<file path="src/rtl/exe_stage_pipe.sv">
`default_nettype none
// ============================================================================
//  Module      : exe_stage_pipe
//  Description : Execute stage of the 5-stage ARM core. Holds the ID/EX and
//                EX/MEM registers, the ALU, the NZCV status register and the
//                branch-target resolution.
//  Revision    : 1.0 - initial release
// ============================================================================
module exe_stage_pipe #(
    parameter int DATA_W = 32,
    parameter int PC_W   = 32
) (
    input  logic              clk,
    input  logic              rst,
    input  logic              mem_stall_in,
    input  logic              bubble_in,
    input  logic              id_valid_in,
    input  logic [3:0]        id_exe_cmd_in,
    input  logic              id_s_in,
    input  logic              id_b_in,
    input  logic              id_mem_r_en_in,
    input  logic              id_mem_w_en_in,
    input  logic              id_wb_en_in,
    input  logic [PC_W-1:0]   id_pc_in,
    input  logic [DATA_W-1:0] id_val_rn_in,
    input  logic [DATA_W-1:0] id_val2_in,
    input  logic [DATA_W-1:0] id_val_rm_in,
    input  logic [3:0]        id_dest_in,
    input  logic [23:0]       id_imm24_in,
    output logic              br_taken_out,
    output logic [PC_W-1:0]   br_addr_out,
    output logic [3:0]        status_out,
    output logic              ex_valid_out,
    output logic              ex_wb_en_out,
    output logic              ex_mem_r_en_out,
    output logic              ex_mem_w_en_out,
    output logic [DATA_W-1:0] ex_alu_res_out,
    output logic [DATA_W-1:0] ex_val_rm_out,
    output logic [3:0]        ex_dest_out
);

    localparam logic [3:0] c_cmd_mov = 4'b0001;
    localparam logic [3:0] c_cmd_mvn = 4'b1001;
    localparam logic [3:0] c_cmd_add = 4'b0010;
    localparam logic [3:0] c_cmd_adc = 4'b0011;
    localparam logic [3:0] c_cmd_sub = 4'b0100;
    localparam logic [3:0] c_cmd_sbc = 4'b0101;
    localparam logic [3:0] c_cmd_and = 4'b0110;
    localparam logic [3:0] c_cmd_orr = 4'b0111;
    localparam logic [3:0] c_cmd_eor = 4'b1000;

    logic              r_idex_valid, r_idex_s, r_idex_b;
    logic              r_idex_mem_r_en, r_idex_mem_w_en, r_idex_wb_en;
    logic [3:0]        r_idex_cmd, r_idex_dest;
    logic [PC_W-1:0]   r_idex_pc;
    logic [DATA_W-1:0] r_idex_rn, r_idex_val2, r_idex_rm;
    logic [23:0]       r_idex_imm24;
    logic [3:0]        r_status;

    logic              r_ex_valid, r_ex_wb_en, r_ex_mem_r_en, r_ex_mem_w_en;
    logic [DATA_W-1:0] r_ex_alu_res, r_ex_val_rm;
    logic [3:0]        r_ex_dest;

    logic              w_arith, w_sub, w_cin, w_ovf;
    logic [DATA_W-1:0] w_op_b, w_alu_res;
    logic [DATA_W:0]   w_sum;
    logic [PC_W-1:0]   w_br_offset;

    always_ff @(posedge clk) begin
        if (rst || (!mem_stall_in && bubble_in)) begin
            r_idex_valid    <= 1'b0;
            r_idex_s        <= 1'b0;
            r_idex_b        <= 1'b0;
            r_idex_mem_r_en <= 1'b0;
            r_idex_mem_w_en <= 1'b0;
            r_idex_wb_en    <= 1'b0;
            r_idex_cmd      <= '0;
            r_idex_dest     <= '0;
            r_idex_pc       <= '0;
            r_idex_rn       <= '0;
            r_idex_val2     <= '0;
            r_idex_rm       <= '0;
            r_idex_imm24    <= '0;
        end else if (!mem_stall_in) begin
            // Control bits are qualified by valid so an empty slot can never write or branch
            r_idex_valid    <= id_valid_in;
            r_idex_s        <= id_s_in & id_valid_in;
            r_idex_b        <= id_b_in & id_valid_in;
            r_idex_mem_r_en <= id_mem_r_en_in & id_valid_in;
            r_idex_mem_w_en <= id_mem_w_en_in & id_valid_in;
            r_idex_wb_en    <= id_wb_en_in & id_valid_in;
            r_idex_cmd      <= id_exe_cmd_in;
            r_idex_dest     <= id_dest_in;
            r_idex_pc       <= id_pc_in;
            r_idex_rn       <= id_val_rn_in;
            r_idex_val2     <= id_val2_in;
            r_idex_rm       <= id_val_rm_in;
            r_idex_imm24    <= id_imm24_in;
        end
    end

    always_comb begin
        w_arith = 1'b0;
        w_sub   = 1'b0;
        w_cin   = 1'b0;
        case (r_idex_cmd)
            c_cmd_add: w_arith = 1'b1;
            c_cmd_adc: begin w_arith = 1'b1; w_cin = r_status[1]; end
            c_cmd_sub: begin w_arith = 1'b1; w_sub = 1'b1; w_cin = 1'b1; end
            c_cmd_sbc: begin w_arith = 1'b1; w_sub = 1'b1; w_cin = r_status[1]; end
            default:   ;
        endcase
    end

    // Subtraction is rn + ~val2 + cin, so the carry out is the inverted borrow
    assign w_op_b = w_sub ? ~r_idex_val2 : r_idex_val2;
    assign w_sum  = {1'b0, r_idex_rn} + {1'b0, w_op_b} + {{DATA_W{1'b0}}, w_cin};
    assign w_ovf  = (r_idex_rn[DATA_W-1] == w_op_b[DATA_W-1]) &&
                    (w_sum[DATA_W-1] != r_idex_rn[DATA_W-1]);

    always_comb begin
        w_alu_res = r_idex_val2;
        case (r_idex_cmd)
            c_cmd_mov: w_alu_res = r_idex_val2;
            c_cmd_mvn: w_alu_res = ~r_idex_val2;
            c_cmd_add, c_cmd_adc,
            c_cmd_sub, c_cmd_sbc: w_alu_res = w_sum[DATA_W-1:0];
            c_cmd_and: w_alu_res = r_idex_rn & r_idex_val2;
            c_cmd_orr: w_alu_res = r_idex_rn | r_idex_val2;
            c_cmd_eor: w_alu_res = r_idex_rn ^ r_idex_val2;
            default:   w_alu_res = r_idex_val2;
        endcase
    end

    always_ff @(posedge clk) begin
        if (rst) begin
            r_status <= 4'b0000;
        end else if (!mem_stall_in && r_idex_valid && r_idex_s) begin
            r_status[3] <= w_alu_res[DATA_W-1];
            r_status[2] <= (w_alu_res == '0);
            if (w_arith) begin
                r_status[1] <= w_sum[DATA_W];
                r_status[0] <= w_ovf;
            end
        end
    end

    // Branches and bubbles retire as empty slots
    always_ff @(posedge clk) begin
        if (rst) begin
            r_ex_valid    <= 1'b0;
            r_ex_wb_en    <= 1'b0;
            r_ex_mem_r_en <= 1'b0;
            r_ex_mem_w_en <= 1'b0;
            r_ex_alu_res  <= '0;
            r_ex_val_rm   <= '0;
            r_ex_dest     <= '0;
        end else if (!mem_stall_in) begin
            r_ex_valid    <= r_idex_valid & ~r_idex_b;
            r_ex_wb_en    <= r_idex_wb_en & ~r_idex_b;
            r_ex_mem_r_en <= r_idex_mem_r_en & ~r_idex_b;
            r_ex_mem_w_en <= r_idex_mem_w_en & ~r_idex_b;
            r_ex_alu_res  <= w_alu_res;
            r_ex_val_rm   <= r_idex_rm;
            r_ex_dest     <= r_idex_dest;
        end
    end

    assign w_br_offset     = {{(PC_W-26){r_idex_imm24[23]}}, r_idex_imm24, 2'b00};
    assign br_taken_out    = r_idex_valid & r_idex_b;
    assign br_addr_out     = r_idex_pc + w_br_offset;
    assign status_out      = r_status;
    assign ex_valid_out    = r_ex_valid;
    assign ex_wb_en_out    = r_ex_wb_en;
    assign ex_mem_r_en_out = r_ex_mem_r_en;
    assign ex_mem_w_en_out = r_ex_mem_w_en;
    assign ex_alu_res_out  = r_ex_alu_res;
    assign ex_val_rm_out   = r_ex_val_rm;
    assign ex_dest_out     = r_ex_dest;

endmodule
`default_nettype wire

</file>
<file path="config.mk">
export PLATFORM = sky130hd
export DESIGN_NAME = exe_stage_pipe
export DESIGN_NICKNAME = d
export VERILOG_FILES = /design/src/rtl/exe_stage_pipe.sv
export SDC_FILE = /design/constraint.sdc
export NUM_CORES = 1
export LEC_CHECK = 0
export CAP_MARGIN = 30
export CORE_MARGIN = 2
export CORE_UTILIZATION = 51
export CTS_BUF_LIST = sky130_fd_sc_hd__clkbuf_8
export DETAILED_ROUTE_END_ITERATION = 10
export PLACE_DENSITY = 0.79
export SLEW_MARGIN = 10
export SYNTH_ARGS = -nofsm -noshare
export SYNTH_HDL_FRONTEND = slang
export SYNTH_SLANG_ARGS = --single-unit
</file>
<file path="constraint.sdc">
create_clock -name clk -period 10.1 [get_ports clk]
set_input_delay 1.515 -clock clk [delete_from_list [all_inputs] [get_ports clk]]
set_output_delay 1.515 -clock clk [all_outputs]
set_load 0.1 [all_outputs]
</file>
==> results.md <==
* Clk_lat worst skew at slightly below 0.6 ns
* Fin crit share at between 60% and 70%
* Setup_tns at 0 ns
* Wirelength, routed at 43.2 mm
* Register area at slightly below 5000 um2
* CTS Buffer Depth at 3
* Fin Hold WS at roughly 0.46 ns
* GR Util All Layers at between 20% and 30%
* H-Tree Depth at 2
* EDFF count, synth at 0
* Syn Nets at approximately 2000
* Mapped cell area at between 10000 and 15000 um2
* HP Class: reg -> reg
* Synth top area cells: dfxtp_1 33%, mux2i_1 15%, ha_1 11%
* WS Path Type: reg -> out
* Cts hold-fix bufs at 0
* Top-count cell post-synth: nor2_1
* GP Congestion at ~0.92
* Port Buffers at around 280
* Status: finished clean
* Hpwl dp at 31.0 mm
* Starting Density at 52.0%
* CTS root buffer: clkbuf_8
* Placed insts at between 2000 and 2500
* Crit path DAT at just under 5 ns
* Remaining antenna violation count at 0
* Syn avg cell area at ~8.5 um2
* Synth warn at 0
* DR iter-0 viols at 940
* Post-CTS sizing at 0
* Main synth FF type: dfxtp_1
* R2R Setup Slk at around 4.5 ns
* Die Height at approximately 170 um
* Distinct cell type count after synthesis at 75
* Final slew viol count at 0
* Final setup viols at 0
* Largest net degree at the start of global routing at between 100 and 150
* Nets at roughly 2300
* Total die area at just under 30000 um2
* Number of synthesized register bits at roughly 240
* Beginning of the worst hold path: ex_alu_res_out[24]
* Ports at 279
* Clk sinks at roughly 240
* Post-synth top area share at approximately a third
* Die width at about 170 um
* Cts bufs inserted at 42
* Critical path fanouts, max at 3
* Share of cells above drive strength 1 at 5.44%
* DR vias/cell at roughly 5.6
* Number of global-route vias before repair at 13300
* Mapped Cells at approximately 1700
* Slew @ Worst Pin at between 1 and 1.5 ns
* DRT Pass-1 Iters at 5
* Worst flop-to-flop path endpoint: status_out[2]
* Worst setup EP type: output port
* CORE AREA at between 20000 and 30000 um2
* Worst hold stages at 2
* RSZ-0062 raised after global routing: false
* Area of the multi-input gates at between 8000 and 9000 um2
* Leak pwr at around 8 nW
* Remaining DRCs at 0
* TritonCTS clock tree: built
* Initial antenna violation count at 5
* Hold endpoint: ex_alu_res_out[24]
* R2R cell count at 16
* Num rows at just over 60
* Setup Skew at roughly 0.027 ns
* Post-synth ARST share at 0%
* VDD IR-drop max at ~0.14 mV
* Remaining global-route overflow at 0
* Max frequency at 0.155 GHz
* Post-route insts no fill at approximately 2400
* Final core occ at roughly 67%
* Filler cells at approximately 2300
* Synth area leader: dfxtp_1
* CTS clk-pin slew, worst paths at ~0.06 ns
* Register area share after synthesis at about a third
* Via count at 13300
* Slew headroom at between 20% and 30%
* WL per Instance at approximately 18 um
* Pwr/cell area at between 100 and 150 nW/um2
* First-pass GRT wire length at around 69 mm
* Crit path required time at between 8 and 9 ns
* Fin crit period at 6.47 ns
* Most instantiated cells after synthesis: 321 x nor2_1, 242 x dfxtp_1, 210 x mux2i_1, 125 x a21oi_1, 124 x ha_1
* Power, Total at 2.74 mW
* Max-cap viol count at 0
* RR Startpoint: r_idex_cmd[2]
* CP Launch Type: flip-flop
* Post-CTS setup buffer count at 0
* Synth-to-Final Area Change at 28.1%
* Hold Violations, Final at 0
==> routing by layer <==
layer	track usage [%]	wire length (um)	share of wire [%]	vias to the layer above
li1	-	-	-	6501
met1	31.8	17200	40	6320
met2	49.1	20700	48	424
met3	9.21	3770	8.7	89
met4	10.6	1480	3.4	4
met5	0	23	0.053	-
==> cell usage in the layout (no fill, tap or decap), types with 10 or more instances in the layout <==
master	n
nand2_1	74
nand2b_1	14
o211ai_1	12
o21a_1	11
a211oi_1	14
a31oi_1	12
inv_1	92
nor3_1	17
xor2_1	15
nand3_1	20
clkdlybuf4s50_1	276
nor2_1	318
ha_1	124
xnor2_1	65
buf_4	11
o22ai_1	11
mux2i_1	210
a22oi_1	13
dfxtp_1	241
o221ai_1	10
a21o_1	13
a21oi_1	125
o21ai_0	67
clkbuf_8	55
==> worst max-delay path: stages, from the launching register on <==
cell,delay [ns]
dfxtp_1,0.31
ha_1,0.20
inv_1,0.07
fa_1,0.20
nor2b_1,0.05
o21ai_0,0.18
a21boi_0,0.19
o21ai_0,0.25
a21oi_1,0.13
o211ai_1,0.26
a211oi_1,0.15
or4_1,0.53
a31o_2,0.25
a21oi_1,0.19
xnor2_1,0.21
clkdlybuf4s50_1,1.20
==> per-stage QoR <==
step | instance area, um2 | worst slack, ns
global route | 18600 | 3.37
floorplan | 14500 | 4.66
global placement | 17500 | 4.22
CTS | 18500 | 3.60
detailed placement | 17600 | 4.23
finish | 18600 | 3.63
==> cells by family (layout without fill, tap and decap cells) <==
| group | Yosys count | after routing | synth area share (%) |
|---|---|---|---|
| and+or+nand+nor | 507 | 507 | 15.0 |
| DFF | 242 | 242 | 33.4 |
| AOI/OAI and AO/OA | 356 | 356 | 15.8 |
| buffers and inverters | 183 | 459 | 4.90 |
| adders and majority gates | 127 | 127 | 11.1 |
| muxes | 214 | 214 | 14.8 |
| other | 0 | 3 | 0 |
| xor gates and xnor gates | 81 | 81 | 4.90 |
==> registers in the layout (all words and copies together) (netlist names), 4 cells and up <==
| signal | cells |
|---|---|
| status_out | 4 |
| r_idex_val2 | 32 |
| r_idex_pc | 32 |
| r_idex_cmd | 4 |
| r_idex_dest | 4 |
| r_idex_rn | 32 |
| ex_dest_out | 4 |
| ex_alu_res_out | 32 |
| ex_val_rm_out | 32 |
| r_idex_rm | 32 |
| r_idex_imm24 | 24 |
==> layout make-up <==
cell class	instances	area share [%]
well taps	378	2.55
clock inverters	19	0.917
repair buffers	295	16.2
flip-flops and latches	242	26.1
diodes	3	0.0404
multi-input cells	1285	48.3
clock buffers	55	4.08
inverters	90	1.82
==> worst max-delay path by stage <==
stage	startpoint	endpoint	slack (ns)	cells past startpoint
after floorplan	r_idex_pc[2]	br_addr_out[30]	4.66	14
after global placement	r_idex_pc[2]	br_addr_out[30]	4.22	15
after detailed placement	r_idex_pc[8]	br_addr_out[30]	4.23	12
after CTS	r_idex_pc[8]	br_addr_out[30]	3.60	12
after global routing	r_idex_pc[2]	br_addr_out[30]	3.37	15
final	r_idex_pc[2]	br_addr_out[30]	3.63	15
==> power by group <==
| part | internal [mW] | switching (mW) |
|---|---|---|
| registers | 1.00 | 0.0416 |
| clock network | 0.547 | 0.424 |
| logic | 0.264 | 0.467 |
Power figures use the tool's default switching activity.
==> variant 1 (same settings) <==
Set the parameter `PC_W` to 48 (it was 32).
--- a/src/rtl/exe_stage_pipe.sv
+++ b/src/rtl/exe_stage_pipe.sv
@@ -8,7 +8,7 @@
 // ============================================================================
 module exe_stage_pipe #(
     parameter int DATA_W = 32,
-    parameter int PC_W   = 32
+    parameter int PC_W   = 48
 ) (
     input  logic              clk,
     input  logic              rst,
Interface: changed (resized br_addr_out and id_pc_in); port bits go from 279 to 311. No check against the original RTL was run, so the function may have changed too.
==> variant 1 against the unedited design <==
Design area is 12% higher; power is 10% higher; clock power is 10% higher; area after synthesis is 12% higher; first-iteration DRC count is 3.0% lower; synthesized cell count is 11% higher; clock skew is 0.0074 ns lower; critical path depth is 3 lower; setup slack worse by 0.22 ns; register-to-register slack better by 0.55 ns; global-route usage is 0.54 points higher; sequential cell count is 16 higher; wire length is 13% higher; utilization is 0.56 points lower; critical path type unchanged; highest routed layer unchanged.
==> variant 1: results (changes against the unedited design) <==
Clock tree
  • Cts bufs inserted: 46 (+9.5%)
  • Buffer levels on the longest clock path: 3 (unchanged)

Place
  • HPWL Detailed: 35730 um (+15%)
  • Placer Congestion: 0.9244 (+1.0%)

Timing
  • Skew final: 0.01969 ns (-0.007369 ns)

Cells and area
  • # fillers: 2620 (+14%)
  • Final nets: 2504 (+11%)
  • Layout cell share with drive strength beyond 1: 0.06072 (+0.006335)

Critical path
  • CP peak stage delay: 1.16 ns (-0.04 ns)
  • Critical Path Fanout Max: 24 (+21)
  • Worst r2r src: r_idex_cmd[3]
  • Launch point of the worst path: r_idex_imm24[23]
  • FF-to-FF path depth: 15 (-1)
  • Arrival time of the worst setup path: 5.17 ns (+0.22 ns)

Synthesis
  • Mapped Nets: 2234 (+11%)
  • Seq/Total Area, Yosys: 0.3168 (-0.01748)
  • Post-synth top cells: nor2_1, dfxtp_1, mux2i_1
  • Cell variety after synth: 83 (+11%)
  • Synth top area cells: dfxtp_1, mux2i_1, ha_1

Detailed routing
  • DR iter-0 viols: 912 (-3.0%)
  • DR pass1 iterations: 6 (+1)
  • Post-Route WL: 48710 um (+13%)
  • Via density: 5.759 (+2.2%)

Power and ir drop
  • LEAKAGE: 9.044 nW (+13%)
  • Max VDD drop: 119.8 uV (-16%)

GRT
  • GR met2 Demand/Resource: 0.4897 (-0.001397)
  • Initial antenna violation count: 11 (+6)
  • Largest net degree at the start of global routing: 72 (-49%)
  • M1 GR Usage: 0.3448 (+0.02685)

Status
  • Status: complete, no violations

Worst hold path
  • Hold Path Sink: ex_alu_res_out[30]
[variant 1: cell types whose count changed after synthesis, moves of 8 or more]
cell,before,now
mux2i_1,210,228
o211ai_1,12,22
nor2_1,321,311
dfxtp_1,242,258
a21o_1,14,31
ha_1,124,140
o21bai_1,3,14
xor2_1,15,23
nand4_1,7,15
nor2b_1,7,21
nand2_1,74,84
a21oi_1,125,108
clkbuf_1,69,88
[variant 1: how the worst max path moves through the flow]
stage | cells after the start | slack [ns] | end
after floorplan | 9 | 4.23 | br_addr_out[30]
after global placement | 11 | 4.21 | br_addr_out[42]
after detailed placement | 12 | 4.11 | br_addr_out[46]
after CTS | 12 | 3.47 | br_addr_out[46]
after global routing | 12 | 3.21 | br_addr_out[46]
final | 12 | 3.41 | br_addr_out[46]
[variant 1: final cells by class]
type / instances / area [um2] / share of cell area
timing repair buffer: 340 / 3497 / 0.1677
clock inverter: 23 / 227.7 / 0.01092
tap: 402 / 503.0 / 0.02412
inverter: 93 / 349.1 / 0.01674
multi-input combinational: 1436 / 10310 / 0.4944
antenna: 6 / 15.01 / 0.0007200
sequential: 258 / 5166 / 0.2477
clock buffer: 57 / 784.5 / 0.03762
[variant 1: through the flow]
step	area [um2]	setup slack (ns)	cells	total power (W)
2_1_floorplan	16300	4.234	1905	0.001712
3_3_place_gp	19580	4.212	2519	0.001940
3_5_place_dp	19750	4.106	2525	0.001962
4_1_cts	20760	3.471	2605	0.003041
5_1_grt	20850	3.214	2613	0.003153
6_report	20850	3.413	2615	0.003025
[variant 1: report_power, final]
group | switching (W) | internal [W] | total [W] | leakage [nW]
Combinational | 0.000549 | 0.000296 | 0.000845 | 6.37
Clock | 0.000457 | 0.000616 | 0.00107 | 0.560
Sequential | 0.0000398 | 0.00107 | 0.00111 | 2.11
Total | 0.00105 | 0.00198 | 0.00303 | 9.04
[variant 1: logic make-up (layout without fill, tap and decap cells)]
family,after synthesis,count (layout),synth area share
buf+inv,211,513,0.05219
other cells,0,6,0
xor+xnor,96,96,0.05158
mux,228,228,0.1400
simple gates,550,550,0.1503
fa+ha+maj,143,143,0.1111
compound gates,419,419,0.1780
flops,258,258,0.3168
[variant 1: layer usage]
layer	vias up	wire length, um
met4	10	1849
li1	7295	-
met2	521	23020
met3	137	3619
met5	-	63
met1	7096	20160
[variant 1: worst register-to-register path, stage by stage (launching register included)]
cell and delay (ns):
dfxtp_1 0.31, inv_1 0.43, and3_2 0.62, buf_4 0.45, xnor2_1 0.13, ha_1 0.39, a21oi_2 0.31, o211ai_1 0.13
a211oi_1 0.43, o311ai_1 0.21, xnor2_1 0.18, o21ai_0 0.24, or4_1 0.55, nor4_1 0.39, nand4_1 0.15, nand2_1 0.10
==> variant 2 (same flow settings) <==
Made on the original files. Reset style: asynchronous (`rst`), changed in 2 clocked blocks.
--- a/src/rtl/exe_stage_pipe.sv
+++ b/src/rtl/exe_stage_pipe.sv
@@ -132,7 +132,7 @@
         endcase
     end
 
-    always_ff @(posedge clk) begin
+    always_ff @(posedge clk or posedge rst) begin
         if (rst) begin
             r_status <= 4'b0000;
         end else if (!mem_stall_in && r_idex_valid && r_idex_s) begin
@@ -146,7 +146,7 @@
     end
 
     // Branches and bubbles retire as empty slots
-    always_ff @(posedge clk) begin
+    always_ff @(posedge clk or posedge rst) begin
         if (rst) begin
             r_ex_valid    <= 1'b0;
             r_ex_wb_en    <= 1'b0;
Function: differs if rst is asserted again (counterexample within 4 cycles, from zero or initial values and one cycle with rst high); with rst held inactive, the same outputs for 4 cycles.
==> variant 2 against the unedited design <==
Sequential cell count is the same; clock skew shrank 0.0031 ns; first-iteration DRC count shrank 9.8%; combinational power grew 23%; power grew 9.2%; synthesized cell count shrank 6.4%; setup slack lost 0.26 ns; wire length shrank 2.8%; count of clock-buffer cells in the layout grew 2; design area grew 2.5%; area after synthesis grew 1.2%; non-clock buffer count grew 8; clock power grew 6%; critical path type unchanged; critical endpoint is now br_addr_out[31]; largest power group unchanged; highest routed layer unchanged.
==> variant 2: results (changes against the unedited design) <==
GRT
  • Total GRT Usage: 0.2746 (-0.006292)
  • First-pass GRT wire length: 67320 um (-1.9%)
  • M1 GR Usage: 0.3233 (+0.005269)
  • Met3 Use GR: 0.08904 (-0.003093)
  • GR met2 Demand/Resource: 0.4655 (-0.02563)

Synthesis
  • Asr flop ratio synth: 0.3140 (+0.3140)
  • Cell variety after synth: 84 (+12%)
  • Mapped Nets: 1898 (-5.4%)
  • Synth top area cells: dfxtp_1, dfrtp_1, mux2i_1

Critical path
  • Arrival time of the worst setup path: 5.21 ns (+0.26 ns)
  • CP Capture Point: br_addr_out[31]
  • R2R Setup Slk: 4.39 ns (-0.11 ns)
  • Launch point of the worst path: r_idex_pc[8]
  • FF-to-FF path depth: 17 (+1)

Timing
  • Maximum operating frequency: 0.1486 GHz (-3.9%)

Power and ir drop
  • Internal power: 0.001940 W (+7.1%)
  • Max VDD drop: 145.1 uV (+1.1%)

Detailed routing
  • Met1 WL: 17190 um (about the same)
  • DR iter-0 viols: 848 (-9.8%)
  • Vias: 12836 (-3.8%)
  • Routed wire length per instance: 18.39 um (+0.75%)

Floorplanning
  • Core area: 0.02855 mm2 (+2.5%)

Clock tree
  • Clk_lat worst skew: 0.56 ns (-0.02 ns)

Status
  • Status: complete, no violations

Cells and area
  • Final nets: 2162 (-4.0%)
  • Layout cell share with drive strength beyond 1: 0.09163 (+0.03725)
[variant 2: changes by cell type in the layout (fill, tap and decap cells not counted), moves of 7 or more]
cell,delta
or3_1,+8
buf_16,+7
nor2_1,-80
mux2i_1,-39
a21oi_1,-28
clkinv_2,-7
nand3_1,-8
dfxtp_1,-76
mux2_2,+49
dfrtp_1,+76
nand2_1,-9
nor3_1,+11
[variant 2: worst max-delay path, stage by stage (launching register included)]
cell             delay (ns)
dfxtp_1                0.31
ha_1                   0.35
a2111oi_0              0.43
o21a_1                 0.25
o31ai_1                0.11
a21oi_1                0.29
o21ai_0                0.20
a21oi_1                0.24
a21oi_1                0.12
o221ai_1               0.33
mux2i_1                0.13
a2111oi_0              0.62
clkdlybuf4s50_1        1.25
[variant 2: worst min-delay path by stage]
stage | start | to | depth (start not counted) | slack, ns
global route | r_idex_rm[19] | ex_val_rm_out[19] | 1 | 0.51
floorplan | r_idex_valid | ex_valid_out | 2 | 0.45
finish | ex_alu_res_out[27] | ex_alu_res_out[27] | 2 | 0.49
detailed placement | r_idex_rm[21] | ex_val_rm_out[21] | 1 | 0.48
CTS | r_idex_rm[21] | ex_val_rm_out[21] | 1 | 0.49
global placement | r_idex_mem_w_en | ex_mem_w_en_out | 1 | 0.46
[variant 2: power groups by stage]
stage,Sequential (W),Combinational [W],Clock [W]
finish,0.00107,0.000898,0.00103
global route,0.00108,0.000951,0.00109
CTS,0.00107,0.000895,0.00105
detailed placement,0.00109,0.000890,0
global placement,0.00109,0.000863,0
floorplan,0.00129,0.000418,0
[variant 2: layout make-up]
| class | count | area share |
|---|---|---|
| clock buffers | 57 | 0.04122 |
| well taps | 384 | 0.02525 |
| multi-input cells | 1187 | 0.4613 |
| repair buffers | 303 | 0.1683 |
| inverters | 89 | 0.01775 |
| diodes | 1 | 0.0001315 |
| clock inverters | 21 | 0.01144 |
| flip-flops and latches | 242 | 0.2746 |
[variant 2: cells by family (layout without fill, tap and decap cells)]
group,count (synthesis),after routing,share of synthesized area
adder cells (fa/ha/maj),127,127,0.1099
other,0,1,0
AO/OA/AOI/OAI,326,326,0.1487
XOR/XNOR,78,78,0.04657
flip-flops,242,242,0.3562
buffers and inverters,172,470,0.04759
multiplexers,224,224,0.1574
AND/OR/NAND/NOR,432,432,0.1337
[variant 2: stage by stage]
step | cell area [um2] | hold slack (ns) | util | power, W | std cells
floorplan | 14670 | 0.4496 | - | 0.001712 | 1601
global placement | 17710 | 0.4582 | 0.6203 | 0.001952 | 2193
detailed placement | 17960 | 0.4800 | 0.6290 | 0.001983 | 2202
CTS | 18960 | 0.4943 | 0.6641 | 0.003015 | 2280
global route | 19030 | 0.5083 | 0.6666 | 0.003123 | 2284
finish | 19030 | 0.4868 | 0.6666 | 0.002998 | 2284
